File: src/rtl/or_gate_n_collector_if.sv
// Bundle of the collector's control, input and status signals.
//   master : drives Tick/Mode/Clear/Inputs, observes the collected status
//   slave  : the collector itself
// Tick       clock enable for every register in the collector
// Mode       00 PASS, 01 STICKY, 10 EDGE, 11 HOLD
// Clear      synchronous clear of Result/SrcIdx/SrcValid/EventCount (Tick-qualified)
// Inputs     NUM_INPUTS channels, channel i at [i*WIDTH +: WIDTH]
// Result     registered collected vector
// Any        |Result
// SrcIdx     lowest contributing channel index, SrcValid qualifies it
// EventCount saturating count of contributing Ticks
interface or_gate_n_collector_if #(
  parameter int unsigned NUM_INPUTS = 3,
  parameter int unsigned WIDTH      = 1,
  parameter int unsigned CNT_WIDTH  = 8
);
  localparam int unsigned IDX_W = (NUM_INPUTS > 1) ? $clog2(NUM_INPUTS) : 1;

  logic                        Tick;
  logic [1:0]                  Mode;
  logic                        Clear;
  logic [NUM_INPUTS*WIDTH-1:0] Inputs;
  logic [WIDTH-1:0]            Result;
  logic                        Any;
  logic [IDX_W-1:0]            SrcIdx;
  logic                        SrcValid;
  logic [CNT_WIDTH-1:0]        EventCount;

  modport master (
    output Tick, Mode, Clear, Inputs,
    input  Result, Any, SrcIdx, SrcValid, EventCount
  );

  modport slave (
    input  Tick, Mode, Clear, Inputs,
    output Result, Any, SrcIdx, SrcValid, EventCount
  );
endinterface

File: src/rtl/or_gate_n_collector.sv
// Fault / interrupt-request collector: NUM_INPUTS channels of WIDTH bits,
// each optionally inverted (BubblesMask), ORed together and captured into a
// registered Result in one of four modes (PASS, STICKY, EDGE, HOLD).
// Also reports the lowest contributing channel and a saturating event count.
// Ports:
//   Clock  rising-edge clock
//   Reset  synchronous active-high reset, overrides Tick and Clear
//   bus    slave side of or_gate_n_collector_if (see that file)
// All outputs come from registers; Any is a reduction of registered Result.
module or_gate_n_collector #(
  parameter int unsigned          NUM_INPUTS  = 3,
  parameter int unsigned          WIDTH       = 1,
  parameter logic [NUM_INPUTS-1:0] BubblesMask = '0,
  parameter int unsigned          CNT_WIDTH   = 8
) (
  input logic                  Clock,
  input logic                  Reset,
  or_gate_n_collector_if.slave bus
);
  localparam int unsigned IDX_W = (NUM_INPUTS > 1) ? $clog2(NUM_INPUTS) : 1;

  typedef enum logic [1:0] {
    MODE_PASS   = 2'b00,
    MODE_STICKY = 2'b01,
    MODE_EDGE   = 2'b10,
    MODE_HOLD   = 2'b11
  } mode_e;

  logic [WIDTH-1:0]     result_q,    result_d;
  logic [IDX_W-1:0]     src_idx_q,   src_idx_d;
  logic                 src_valid_q, src_valid_d;
  logic [CNT_WIDTH-1:0] cnt_q,       cnt_d;
  logic [WIDTH-1:0]     prev_q,      prev_d;

  mode_e            mode;
  logic [WIDTH-1:0] real_v [NUM_INPUTS];
  logic [WIDTH-1:0] s_or;
  logic [WIDTH-1:0] s_edge;
  logic [WIDTH-1:0] s_new;
  logic [IDX_W-1:0] cand;
  logic             cand_valid;
  logic             cand_found;

  always_comb begin
    mode = mode_e'(bus.Mode);
    s_or = '0;
    for (int unsigned i = 0; i < NUM_INPUTS; i++) begin
      real_v[i] = bus.Inputs[i*WIDTH +: WIDTH] ^ {WIDTH{BubblesMask[i]}};
      s_or      = s_or | real_v[i];
    end
    s_edge = s_or & ~prev_q;
    s_new  = (mode == MODE_EDGE) ? s_edge : s_or;

    // Source is judged against s_new, so in EDGE mode only channels that
    // contributed a newly risen bit qualify.
    cand       = '0;
    cand_found = 1'b0;
    for (int unsigned i = 0; i < NUM_INPUTS; i++) begin
      if (!cand_found && ((real_v[i] & s_new) != '0)) begin
        cand       = IDX_W'(i);
        cand_found = 1'b1;
      end
    end
    cand_valid = (s_new != '0);
  end

  always_comb begin
    result_d    = result_q;
    src_idx_d   = src_idx_q;
    src_valid_d = src_valid_q;
    cnt_d       = cnt_q;
    prev_d      = prev_q;

    if (bus.Tick) begin
      // prev tracks s_or in every mode so EDGE after HOLD/Clear sees the
      // true history rather than a stale value.
      prev_d = s_or;
      if (bus.Clear) begin
        result_d    = '0;
        src_idx_d   = '0;
        src_valid_d = 1'b0;
        cnt_d       = '0;
      end else if (mode != MODE_HOLD) begin
        unique case (mode)
          MODE_PASS: begin
            result_d    = s_or;
            src_idx_d   = cand;
            src_valid_d = cand_valid;
          end
          MODE_STICKY: begin
            result_d = result_q | s_or;
            if (!src_valid_q && cand_valid) begin
              src_idx_d   = cand;
              src_valid_d = 1'b1;
            end
          end
          MODE_EDGE: begin
            result_d    = s_edge;
            src_idx_d   = cand;
            src_valid_d = cand_valid;
          end
          default: ;
        endcase
        if (cand_valid && (cnt_q != '1)) begin
          cnt_d = cnt_q + 1'b1;
        end
      end
    end
  end

  always_ff @(posedge Clock) begin
    if (Reset) begin
      result_q    <= '0;
      src_idx_q   <= '0;
      src_valid_q <= 1'b0;
      cnt_q       <= '0;
      prev_q      <= '0;
    end else begin
      result_q    <= result_d;
      src_idx_q   <= src_idx_d;
      src_valid_q <= src_valid_d;
      cnt_q       <= cnt_d;
      prev_q      <= prev_d;
    end
  end

  assign bus.Result     = result_q;
  assign bus.Any        = |result_q;
  assign bus.SrcIdx     = src_idx_q;
  assign bus.SrcValid   = src_valid_q;
  assign bus.EventCount = cnt_q;
endmodule
File: src/flat_wrapper.sv
// flat-port wrapper written by rule: the top's interface ports become plain ports
module or_gate_n_collector_flat 
#(
  parameter int unsigned          NUM_INPUTS  = 3,
  parameter int unsigned          WIDTH       = 1,
  parameter logic [NUM_INPUTS-1:0] BubblesMask = '0,
  parameter int unsigned          CNT_WIDTH   = 8
)
  (Clock, Reset, bus_Tick, bus_Mode, bus_Clear, bus_Inputs, bus_Result, bus_Any, bus_SrcIdx, bus_SrcValid, bus_EventCount);
  or_gate_n_collector_if #(.NUM_INPUTS(NUM_INPUTS), .WIDTH(WIDTH), .CNT_WIDTH(CNT_WIDTH)) bus_i ();
  input logic Clock;
  input logic Reset;
  input wire logic [$bits(bus_i.Tick)-1:0] bus_Tick;
  input wire logic [$bits(bus_i.Mode)-1:0] bus_Mode;
  input wire logic [$bits(bus_i.Clear)-1:0] bus_Clear;
  input wire logic [$bits(bus_i.Inputs)-1:0] bus_Inputs;
  output wire logic [$bits(bus_i.Result)-1:0] bus_Result;
  output wire logic [$bits(bus_i.Any)-1:0] bus_Any;
  output wire logic [$bits(bus_i.SrcIdx)-1:0] bus_SrcIdx;
  output wire logic [$bits(bus_i.SrcValid)-1:0] bus_SrcValid;
  output wire logic [$bits(bus_i.EventCount)-1:0] bus_EventCount;
  assign bus_i.Tick = bus_Tick;
  assign bus_i.Mode = bus_Mode;
  assign bus_i.Clear = bus_Clear;
  assign bus_i.Inputs = bus_Inputs;
  assign bus_Result = bus_i.Result;
  assign bus_Any = bus_i.Any;
  assign bus_SrcIdx = bus_i.SrcIdx;
  assign bus_SrcValid = bus_i.SrcValid;
  assign bus_EventCount = bus_i.EventCount;
  or_gate_n_collector #(.NUM_INPUTS(NUM_INPUTS), .WIDTH(WIDTH), .BubblesMask(BubblesMask), .CNT_WIDTH(CNT_WIDTH)) u_core (.Clock(Clock), .Reset(Reset), .bus(bus_i));
endmodule
File: config.mk
export PLATFORM = sky130hd
export DESIGN_NAME = or_gate_n_collector_flat
export DESIGN_NICKNAME = d
export VERILOG_FILES = /design/src/rtl/or_gate_n_collector_if.sv /design/src/rtl/or_gate_n_collector.sv /design/src/flat_wrapper.sv
export SDC_FILE = /design/constraint.sdc
export NUM_CORES = 1
export LEC_CHECK = 0
export BUFFER_PORTS_ARGS = -buffer_cell sky130_fd_sc_hd__buf_2
export CAP_MARGIN = 20
export CORE_ASPECT_RATIO = 0.75
export CORE_MARGIN = 10
export CORE_UTILIZATION = 45
export CTS_BUF_LIST = sky130_fd_sc_hd__clkbuf_4 sky130_fd_sc_hd__clkbuf_8
export DETAILED_ROUTE_END_ITERATION = 7
export PLACE_DENSITY = 0.71
export RECOVER_POWER = 50
export SETUP_SLACK_MARGIN = 0.3
export SYNTH_ARGS = -nofsm -noshare
export SYNTH_HDL_FRONTEND = slang
export SYNTH_SLANG_ARGS = --single-unit
File: constraint.sdc
create_clock -name Clock -period 1.4 [get_ports Clock]
set_input_delay 0.07 -clock Clock [delete_from_list [all_inputs] [get_ports Clock]]
set_output_delay 0.07 -clock Clock [all_outputs]
set_load 0.03 [all_outputs]
**Word-level counts from Yosys, hierarchy flattened**

Cells that the tools add are included.

- Add/sub/neg operators: 1
- Equal/unequal tests: 5
- Reductions and logical operators: 16
- Muxes and demuxes: 19
- Bitwise operators: 8

Operator list:

| operator | count |
|---|---|
| $mux 8 | 3 |
| $mux 1 | 9 |
| $add 8x1->8 const B | 1 |
| $mux 2 | 4 |
| $ne 8x8->1 const B | 1 |
| $reduce_and 3->1 | 2 |
| $and 1x1->1 | 4 |
| $logic_and 1x1->1 | 4 |
| $pmux 2 s2 | 1 |
| $reduce_and 4->1 | 1 |
| $reduce_bool 2->1 | 2 |
| $reduce_bool 4->1 | 1 |
| $logic_not 1->1 | 3 |
| $ne 3x2->1 const B | 1 |
| $or 1x1->1 | 3 |
| $pmux 1 s3 | 1 |
| $reduce_bool 3->1 | 1 |
| $eq 2x1->1 const B | 1 |
| $eq 2x2->1 const B | 1 |
| $logic_not 2->1 | 1 |
| $ne 2x2->1 const B | 1 |
| $pmux 1 s2 | 1 |
| $reduce_or 2->1 | 1 |
| $not 1->1 | 1 |

- Logic and storage cells: 54
- Input bits: 9
- Output and inout bits: 13
- Register bits after elaboration: 13

**Depth between registers and ports, before layout**

Gate-level depths: netlist (run 1).

- Depth after elaboration: 16
- Mapped depth: 6
- Mapped depth without buffers: 6

**Worst setup path before layout (run 1)**

Ideal clock, no wire load.

- Path kind: register -> register
- Start: reg u_core.cnt_q[0], in the netlist u_core.bus.EventCount[0]
- End: reg u_core.cnt_q[1], in the netlist u_core.bus.EventCount[1]
- Data arrival time: 1.524 ns
- Cell stages (with the launch flop): 6
- Required time: 1.330 ns
- Slack: -0.195 ns
- Cells stage by stage: dfxtp_1 > ha_1 > nand3_1 > o211ai_4 > or4b_1 > a21oi_1

- Cells in the longest elaborated chain, start to end: 4
- Elaborated cells between the ends (all ways): 8

RTL lines:

| element | RTL line | RTL |
|---|---|---|
| from (decl) | or_gate_n_collector.sv:32 | `logic [CNT_WIDTH-1:0] cnt_q, cnt_d;` |
| from (signal assigned) | or_gate_n_collector.sv:122 | `cnt_q <= cnt_d;` |
| $add 8x1->8 / $ne 8x8->1 (equally long branches) | or_gate_n_collector.sv:105, or_gate_n_collector.sv:104 |  |
| $mux 8 / $logic_and 1x1->1 (equally long branches) | or_gate_n_collector.sv:104 | `if (cand_valid && (cnt_q != '1)) begin` |
| $mux 8 / $reduce_bool 2->1 (equally long branches) | n/a |  |
| $mux 8 / $reduce_and 3->1 (equally long branches) | n/a |  |

Parallel ways exist; a longest one is shown, timed or not. The select of a mux whose other input is x is not followed.
A chain may end at the register's enable or synchronous reset.

**Worst setup path after layout (run 1)**

- Start: reg u_core.prev_q
- End: reg u_core.cnt_q[1], in the netlist u_core.bus.EventCount[1]

- Cells in the longest elaborated chain, start to end: 6

RTL lines:

| element | RTL line | RTL |
|---|---|---|
| from (decl) | or_gate_n_collector.sv:33 | `logic [WIDTH-1:0] prev_q, prev_d;` |
| from (signal assigned) | or_gate_n_collector.sv:123 | `prev_q <= prev_d;` |
| $not 1->1 | or_gate_n_collector.sv:51 | `s_edge = s_or & ~prev_q;` |
| $and 1x1->1 | or_gate_n_collector.sv:51 |  |
| $mux 1 | or_gate_n_collector.sv:52 | `s_new = (mode == MODE_EDGE) ? s_edge : s_or;` |
| $logic_and 1x1->1 | or_gate_n_collector.sv:104 |  |
| $reduce_bool 2->1 (no source line) | n/a |  |
| $reduce_and 3->1 (no source line) | n/a |  |

No other way between the ends.

==> impl_metrics.yaml, run 1 <==
routing:
  vias: 1038
  totalWireLength_mm: 2.92
  drt-wirelength-per-cell_um: 17.0
  drt_iter0_markers: 78
  first_pass_iters: 4
  drc_errors: 0
  vias_per_cell: 6.03
  final_antenna_net_count: 0
place:
  numPortBuffers: 21
  gp_congestion: 0.842
  place_area_um2: 1200
  dp.final_hpwl_mm: 2.12
setup_path:
  r2r-start: "u_core.prev_q"
  crit_buf_inv: 0
  rr_worst_depth: 4
  crit_path_end_kind: "register"
  path_cells: "and2_1, or4_1, o211ai_1, a21oi_1"
  cp_top_family: "simple AND/OR/NAND/NOR gates"
  critPathMaxStageDelay_ns: 0.43
  worstPathArrival_ns: 1.57
  reg2reg_to: "u_core.bus.EventCount[1]"
  cp.required_ns: 1.58
  cpMaxStageDelayCell: "or4_1"
  crit_fanout: 4
  reg2reg_slack_ns: 0.008
  critPathKind: "register to register"
  critPathLaunchType: "register"
floorplan:
  die_area_um2: 4310
  die_width_um: 72.5
  start_util_pct: 47.0
  rows: 14
  core-area_um2: 1980
  io_pins: 22
  die_h_um: 59.4
power:
  ir_worst_vdd_mv: 0.658
  power_density_nw_per_um2: 628
  power.leakage_nw: 0.513
synthesis:
  synth_area_leaders: "dfxtp_1 28%, ha_1 6.7%, mux2i_1 5.4%"
  synth_xor_area_share_pct: 0
  synth_ff_type: "dfxtp_1"
  synth_top_family_by_area: "simple AND/OR/NAND/NOR gates"
  syn_nets: 123
  ys_seq_elements: 13
  syn_area_um2: 931
  syn_avg_cell_area_um2: 8.54
  yosysUniqueCellTypes: 46
  synthMuxAreaShare_pct: 5.38
  synth_top_cell_by_area: "dfxtp_1"
  ys_seq_area_share_pct: 28.0
  synthAdderAreaFrac_pct: 6.72
  yosys.area.top_type_share_pct: 28.0
  synthCells: 109
  yosys.area_share.simple_pct: 33.5
  synth_warnings: 0
  synth-compound-area-share_pct: 19.2
  synth_edf_count: 0
  synth-async-reset-ratio_pct: 0
layout:
  layout_commonest_cell: "buf_4"
  area.growth.synth_to_final_pct: 43.8
  register_area_um2: 290
  final_area_um2: 1340
  fillers: 160
  fin_util_pct: 67.6
  nets: 163
  layout_common_cells: "18 x buf_4, 10 x nand2_1, 10 x buf_2, 10 x clkbuf_1, 7 x dfxtp_4"
  multi_input_area_um2: 724
  drive_gt1_share_pct: 44.6
  diodes: 0
worst_hold_path:
  min_path_type: "primary input to register"
  hold_depth: 3
  hp-start: "bus_Inputs[1]"
  hold_end: "u_core.bus.SrcIdx[0]"
flow_run:
  drv_cap: 0
cts:
  clock-root-buffer: "clkbuf_4"
  h-tree-depth: 1
  ctsLongestPathBuffers: 2
  clkLatencyLatePin_ns: 0.28
  clock-sinks: 13
  hold_buffers: 0
  path_clk_slew_ns: 0.09
  cts_tree: "built"
  cts_buffers: 3
timing:
  timing.slew.headroom_pct: 74.6
  rsz0062_at_grt: "true"
  setup_viol: 0
  finalHoldViolations: 0
  skew_ns: 0.00554
  min_period_over_period_pct: 99.4
  fmax_mhz: 718
  slew_viol_final: 0
  fin_crit_ns: 1.39
  worstMarginPinSlew_ns: 0.380
grt:
  globalRouteTotalUtil_pct: 13.4
  grt_pass1_vias: 941
  overflow: 0
  grt_start_max_net_pins: 11
  antenna_found_initial: 0
  grt_pass1_wl_mm: 4.69
status:
  status: "finished clean"
-- repair_timing --
action                     4_1_cts  5_1_grt
setup endpoints to repair       11       12
cloned                           0        0
setup buffers                    3        2
gates resized for setup          9        9
pin swaps                       11        6
-- per-stage QoR --
step	hold slack [ns]	total power [W]	cells	worst slack (ns)	setup TNS, ns
2_1_floorplan	0.212	0.000512	109	0.0286	0
3_3_place_gp	0.348	0.000561	163	-0.0134	-0.0134
3_5_place_dp	0.365	0.000566	163	-0.0433	-0.0705
4_1_cts	0.0619	0.000837	170	0.0268	0
5_1_grt	0.0662	0.000889	172	-0.0409	-0.0778
6_report	0.0599	0.000840	172	0.00797	0
-- worst max path at each step --
stage / from / endpoint / slack [ns] / cells past startpoint
after CTS: u_core.bus.EventCount[1] / u_core.bus.EventCount[0] / 0.03 / 5
after detailed placement: bus_Mode[0] / u_core.bus.EventCount[1] / -0.04 / 7
after global placement: bus_Mode[0] / u_core.bus.EventCount[1] / -0.01 / 7
final: u_core.prev_q / u_core.bus.EventCount[1] / 0.008 / 4
after floorplan: u_core.bus.EventCount[1] / u_core.bus.EventCount[1] / 0.03 / 5
after global routing: u_core.bus.EventCount[0] / u_core.bus.EventCount[1] / -0.04 / 5
-- worst register-to-register path, stage by stage (launching register included) --
cell	delay [ns]
dfxtp_4	0.37
and2_1	0.15
or4_1	0.43
o211ai_1	0.24
a21oi_1	0.10
-- flip-flops by register name, indices dropped and copies added (netlist names) --
register and cells:
u_core.bus.Any 1, u_core.bus.EventCount 8, u_core.prev_q 1, u_core.bus.SrcIdx 2, u_core.bus.SrcValid 1
-- synth_stat cells (2+ instances only) --
| cell | number |
|---|---|
| dfxtp_1 | 13 |
| nand2_1 | 11 |
| a21oi_1 | 8 |
| inv_1 | 6 |
| ha_1 | 5 |
| mux2i_1 | 5 |
| nand3_1 | 5 |
| nor4_1 | 5 |
| nor2_1 | 4 |
| buf_6 | 3 |
| nand4_1 | 3 |
| o211ai_1 | 3 |
| or4_1 | 3 |
| a31oi_1 | 2 |
| nor3_1 | 2 |
-- final cells by class --
cell class | instances | share of cell area (%)
Tap cell | 24 | 2.24
Inverter | 6 | 1.68
Multi-Input combinational cell | 85 | 54.1
Clock buffer | 4 | 2.24
Sequential cell | 13 | 21.7
Timing Repair Buffer | 40 | 18.0
-- kinds of logic after synthesis --
group | count (synthesis)
compound gates | 25
simple gates | 50
fa+ha+maj | 5
buf+inv | 11
mux | 5
flops | 13
-- metal layers --
layer	share of wire (%)	up-vias	GRT usage [%]
met2	44	49	19.3
met4	0.62	0	2.97
met1	47	491	18.3
met5	0	-	0
met3	8.5	4	5.19
li1	-	494	-
-- report_power, final --
| part | switching (W) | internal (W) | total, W |
|---|---|---|---|
| Combinational | 0.000119 | 0.0000807 | 0.000199 |
| Clock | 0.000134 | 0.000130 | 0.000264 |
| Sequential | 0.00000904 | 0.000368 | 0.000377 |
| Total | 0.000261 | 0.000579 | 0.000840 |
(Power assumes the default switching activity.)
==> run 2, diff against run 1 <==
--- a/config.mk
+++ b/config.mk
@@ -8,3 +8,2 @@
 export BUFFER_PORTS_ARGS = -buffer_cell sky130_fd_sc_hd__buf_2
-export CAP_MARGIN = 20
 export CORE_ASPECT_RATIO = 0.75
@@ -17,2 +16,3 @@
 export SETUP_SLACK_MARGIN = 0.3
+export SLEW_MARGIN = 40
 export SYNTH_ARGS = -nofsm -noshare
==> constraint.sdc (replaced) <==
create_clock -name Clock -period 1.4 [get_ports Clock]
set_input_delay 0.14 -clock Clock [delete_from_list [all_inputs] [get_ports Clock]]
set_output_delay 0.14 -clock Clock [all_outputs]
set_load 0.03 [all_outputs]
==> run 2 against run 1 <==
  * The flow now finishes with violations (setup timing)
  * Wire length increased by 18%
  * Critical path depth increased by 1
  * Combinational power is 20% higher
  * First-iteration DRC count fell by 24%
  * Die area did not move
  * Clock skew increased by 0.0011 ns
  * Via count increased by 10%
  * Sequential share of layout area decreased by 1.9 points
  * Fmax is 3.4% lower
  * Largest cell class unchanged
==> impl_metrics.yaml, run 2 (synthesis gave the netlist of run 1 again) <==
setup_path:
  cp_top_family: "simple AND/OR/NAND/NOR gates"
  path_cells: "ha_4, nand3_4, o211ai_4, or4b_4, a21oi_2"
  critPathKind: "register to register"
  worstPathArrival_ns: 1.67
  critPathLaunchType: "register"
  crit_path_end_kind: "register"
  cp.required_ns: 1.63
  crit_buf_inv: 0
  reg2reg_slack_ns: -0.04
  critPathMaxStageDelay_ns: 0.52
  cpMaxStageDelayCell: "or4b_4"
  crit_fanout: 3
layout:
  multi_input_area_um2: 767
  final_area_um2: 1460
  drive_gt1_share_pct: 49.7
  area.growth.synth_to_final_pct: 56.9
  layout_commonest_cell: "buf_4"
  diodes: 0
  largest_reg_flops: 8
  layout_common_cells: "21 x buf_4, 10 x nand2_1, 10 x clkbuf_1"
  register_area_um2: 289
  fin_util_pct: 73.8
  fillers: 137
  nets: 170
cts:
  clock-root-buffer: "clkbuf_4"
  cts_buffers: 3
  path_clk_slew_ns: 0.09
  clkLatencyLatePin_ns: 0.30
  clock-sinks: 13
  h-tree-depth: 1
  ctsLongestPathBuffers: 2
  cts_tree: "built"
timing:
  rsz0062_at_grt: "true"
  hold_ws_ns: 0.143
  setup_viol: 2
  fin_crit_ns: 1.44
  layout_setup_ws_ns: -0.0414
  finalHoldViolations: 0
  worstMarginPinSlew_ns: 0.424
  slew_viol_final: 0
  timing.slew.headroom_pct: 71.7
  min_period_over_period_pct: 103
  skew_ns: 0.00667
  fmax_mhz: 694
place:
  dp.final_hpwl_mm: 2.29
  place_area_um2: 1280
  gp_congestion: 0.890
  place_ws_ns: -0.0848
  numPortBuffers: 21
status:
  status: "finished with violations"
  violations: "setup timing"
grt:
  globalRouteTotalUtil_pct: 14.9
  grt_pass1_vias: 1072
  grt_start_max_net_pins: 11
  overflow: 0
  grt_pass1_wl_mm: 5.04
  antenna_found_initial: 0
floorplan:
  die_area_um2: 4310
  die_h_um: 59.4
  io_pins: 22
  die_width_um: 72.5
  start_util_pct: 47.0
  core-area_um2: 1980
  rows: 14
worst_hold_path:
  min_path_type: "primary input to register"
routing:
  drc_errors: 0
  vias: 1144
  drt-wirelength-per-cell_um: 19.3
  totalWireLength_mm: 3.46
  final_antenna_net_count: 0
  first_pass_iters: 4
  vias_per_cell: 6.39
  drt_iter0_markers: 59
power:
  total_power_w: 0.000898
  ir_worst_vdd_mv: 0.637
  power.leakage_nw: 0.552
  power_density_nw_per_um2: 615
flow_run:
  drv_cap: 0
[run 2: layout make-up]
type / count / share of cell area (%)
multi-input cells: 85 / 52.5
inverters: 6 / 1.54
well taps: 24 / 2.06
clock buffers: 4 / 2.06
flip-flops and latches: 13 / 19.8
repair buffers: 47 / 22.0
[run 2: report_power, final]
group | internal, W | total, W | switching [W]
Sequential | 0.000368 | 0.000379 | 0.0000108
Clock | 0.000131 | 0.000281 | 0.000151
Combinational | 0.000105 | 0.000238 | 0.000134
Total | 0.000603 | 0.000898 | 0.000295
[run 2: per-layer routing]
layer	track usage [%]	vias up	share of wire [%]
met4	8.38	0	4.6
met2	22.3	82	45
met5	0	-	0
met3	6.87	21	12
li1	-	511	-
met1	17.0	530	38
[run 2: path summary, 6_finish.rpt]
path,from,endpoint,cells after the start
setup / recovery,u_core.bus.EventCount[0],u_core.bus.EventCount[1],5
setup reg to reg,u_core.bus.EventCount[0],u_core.bus.EventCount[1],5
hold reg to reg,u_core.bus.SrcIdx[0],u_core.bus.SrcIdx[0],2
hold / removal,bus_Inputs[2],u_core.bus.SrcIdx[1],3
[run 2: metrics by stage]
step	cells	TNS (ns)
after detailed placement	169	-0.332
after CTS	177	-0.00313
after global placement	169	-0.155
after global routing	179	-0.167
final	179	-0.0530
after floorplan	109	0
[run 2: what timing repair did]
item	4_1_cts	5_1_grt
setup buffers	4	2
setup endpoints to repair	15	18
pin swaps	8	5
hold buffers	0	0
gates resized for setup	18	18
[run 2: tightest hold or removal path: cells and delay by family]
kind	cells	cell delay, ns
buffers and inverters	1	0.11
AND/OR/NAND/NOR	1	0.08
multiplexers	1	0.06
==> run 3, diff against run 2 <==
--- a/config.mk
+++ b/config.mk
@@ -13,4 +13,3 @@
 export DETAILED_ROUTE_END_ITERATION = 7
-export PLACE_DENSITY = 0.71
-export RECOVER_POWER = 50
+export PLACE_DENSITY = 0.69
 export SETUP_SLACK_MARGIN = 0.3
==> constraint.sdc (replaced) <==
create_clock -name Clock -period 1.65 [get_ports Clock]
set_input_delay 0.165 -clock Clock [delete_from_list [all_inputs] [get_ports Clock]]
set_output_delay 0.165 -clock Clock [all_outputs]
set_load 0.05 [all_outputs]
==> run 3 against run 2 <==
  * The run now ends clean
  * Register-to-register slack improved by 0.28 ns
  * Final cell count fell by 11%
  * Die area did not move
  * Hold slack improved by 0.017 ns
  * Critical endpoint unchanged
  * Largest cell class unchanged
==> impl_metrics.yaml, run 3 (synthesis gave the netlist of run 1 again) <==
status:
  status: "finished clean"
floorplan:
  die_h_um: 59.4
  die_area_um2: 4310
  core-area_um2: 1980
  rows: 14
  start_util_pct: 47.0
  io_pins: 22
  die_width_um: 72.5
cts:
  clkLatencyLatePin_ns: 0.28
  h-tree-depth: 1
  clock-root-buffer: "clkbuf_4"
  cts_tree: "built"
  clock-sinks: 13
  cts_buffers: 3
  path_clk_slew_ns: 0.08
  hold_buffers: 0
  ctsLongestPathBuffers: 2
routing:
  topRoutingLayerUsed: "met4"
  vias_per_cell: 5.98
  route.met3.wl_um: 289
  final_antenna_net_count: 0
  drt_iter0_markers: 62
  totalWireLength_mm: 2.59
  first_pass_iters: 4
  wl_met2_mm: 1.08
  met1Wirelength_mm: 1.22
  drc_errors: 0
  drt-wirelength-per-cell_um: 16.2
  vias: 957
place:
  place_ws_ns: 0.0358
  dp.final_hpwl_mm: 1.97
  place_area_um2: 1090
  numPortBuffers: 21
  gp_congestion: 0.927
setup_path:
  critPathKind: "register to register"
  cp.required_ns: 1.87
  crit_fanout: 5
  worstPathArrival_ns: 1.63
  r2r-start: "u_core.bus.EventCount[1]"
  critPathLaunchType: "register"
  crit_path_end_kind: "register"
  reg2reg_slack_ns: 0.23
  rr_worst_depth: 5
  reg2reg_to: "u_core.bus.EventCount[1]"
power:
  seqPwrFrac_pct: 46.0
  power_frac_clock_pct: 31.9
  power_density_nw_per_um2: 590
  intPower_w: 0.000479
  switching_power_w: 0.000215
  ir_worst_vdd_mv: 0.394
  combinationalPowerShare_pct: 22.2
  power.leakage_nw: 0.482
  total_power_w: 0.000694
  switching_share_pct: 31.0
timing:
  fmax_mhz: 706
  finalHoldViolations: 0
  setup_viol: 0
  worstMarginPinSlew_ns: 0.377
  timing.slew.headroom_pct: 74.9
  min_period_over_period_pct: 85.8
  fin_setup_tns_ns: 0
  slew_viol_final: 0
  layout_setup_ws_ns: 0.234
  rsz0062_at_grt: "true"
  skew_ns: 0.000637
  fin_crit_ns: 1.42
grt:
  grt_start_max_net_pins: 11
  grt_pass1_wl_mm: 4.29
  overflow: 0
  globalRouteTotalUtil_pct: 12.2
  grt_pass1_vias: 923
  antenna_found_initial: 0
worst_hold_path:
  min_path_type: "primary input to register"
  hold_end: "u_core.bus.SrcIdx[0]"
  hp-start: "bus_Inputs[1]"
  hold_depth: 3
layout:
  fin_util_pct: 59.5
  nets: 151
  fillers: 192
  drive_gt1_share_pct: 41.2
  largest_reg_flops: 8
  layout_commonest_cell: "buf_2"
  area.growth.synth_to_final_pct: 26.5
  final_area_um2: 1180
  diodes: 0
  layout_common_cells: "21 x buf_2, 10 x nand2_1, 8 x a21oi_1"
flow_run:
  drv_cap: 0
[run 3: cell types whose count changed in the layout (fill, tap and decap cells not counted), moves of 3 or more]
| cell | before | now |
|---|---|---|
| buf_2 | 8 | 21 |
| buf_6 | 7 | 0 |
| buf_4 | 21 | 7 |
| ha_4 | 4 | 1 |
| clkbuf_1 | 10 | 0 |
[run 3: power groups by stage]
stage               Clock [W]  Sequential, W  Combinational (W)
finish               0.000221       0.000319           0.000154
global route         0.000242       0.000320           0.000169
CTS                  0.000229       0.000321           0.000153
detailed placement          0       0.000330           0.000146
global placement            0       0.000330           0.000143
floorplan                   0       0.000348          0.0000913
[run 3: repair_timing]
item / 4_1_cts / 5_1_grt
endpoints found under the hold margin: 0 / 0
resized for setup: 3 / 4
setup endpoints to repair: 6 / 7
pin swaps: 4 / 5
buffers inserted: 4 / 0
[run 3: metrics by stage]
stage	cells	hold slack (ns)
floorplan	109	0.307
global placement	152	0.441
detailed placement	152	0.455
CTS	160	0.163
finish	160	0.160
global route	160	0.165
[run 3: worst max-delay path by stage]
stage                             start                       end  slack [ns]  cells after the start
2_1_floorplan  u_core.bus.EventCount[1]  u_core.bus.EventCount[1]        0.25                      5
3_3_place_gp                bus_Mode[0]  u_core.bus.EventCount[2]        0.09                      6
3_5_place_dp                bus_Mode[0]  u_core.bus.EventCount[5]        0.04                      7
4_1_cts        u_core.bus.EventCount[1]  u_core.bus.EventCount[1]        0.24                      5
5_1_grt        u_core.bus.EventCount[3]  u_core.bus.EventCount[1]        0.19                      4
6_report       u_core.bus.EventCount[1]  u_core.bus.EventCount[1]        0.23                      5
[run 3: worst max-delay path, cell delays in order (launching register included)]
cell and delay (ns):
dfxtp_4 0.36, ha_4 0.18, nand3_2 0.10, o211ai_4 0.10
or4b_1 0.48, a21oi_1 0.13
[run 3: final cells by class]
cell class / instances / area [um^2] / share of cell area [%]
Multi-Input combinational cell: 85 / 652 / 55.4
Sequential cell: 13 / 285 / 24.2
Timing Repair Buffer: 28 / 158 / 13.4
Clock buffer: 4 / 30.0 / 2.55
Tap cell: 24 / 30.0 / 2.55
Inverter: 6 / 22.5 / 1.91
[run 3: metal layers]
| layer | vias to the layer above | global-route usage [%] |
|---|---|---|
| met1 | 438 | 16.4 |
| met2 | 46 | 17.0 |
| li1 | 471 | - |
| met3 | 2 | 5.03 |
| met5 | - | 0 |
| met4 | 0 | 3.51 |
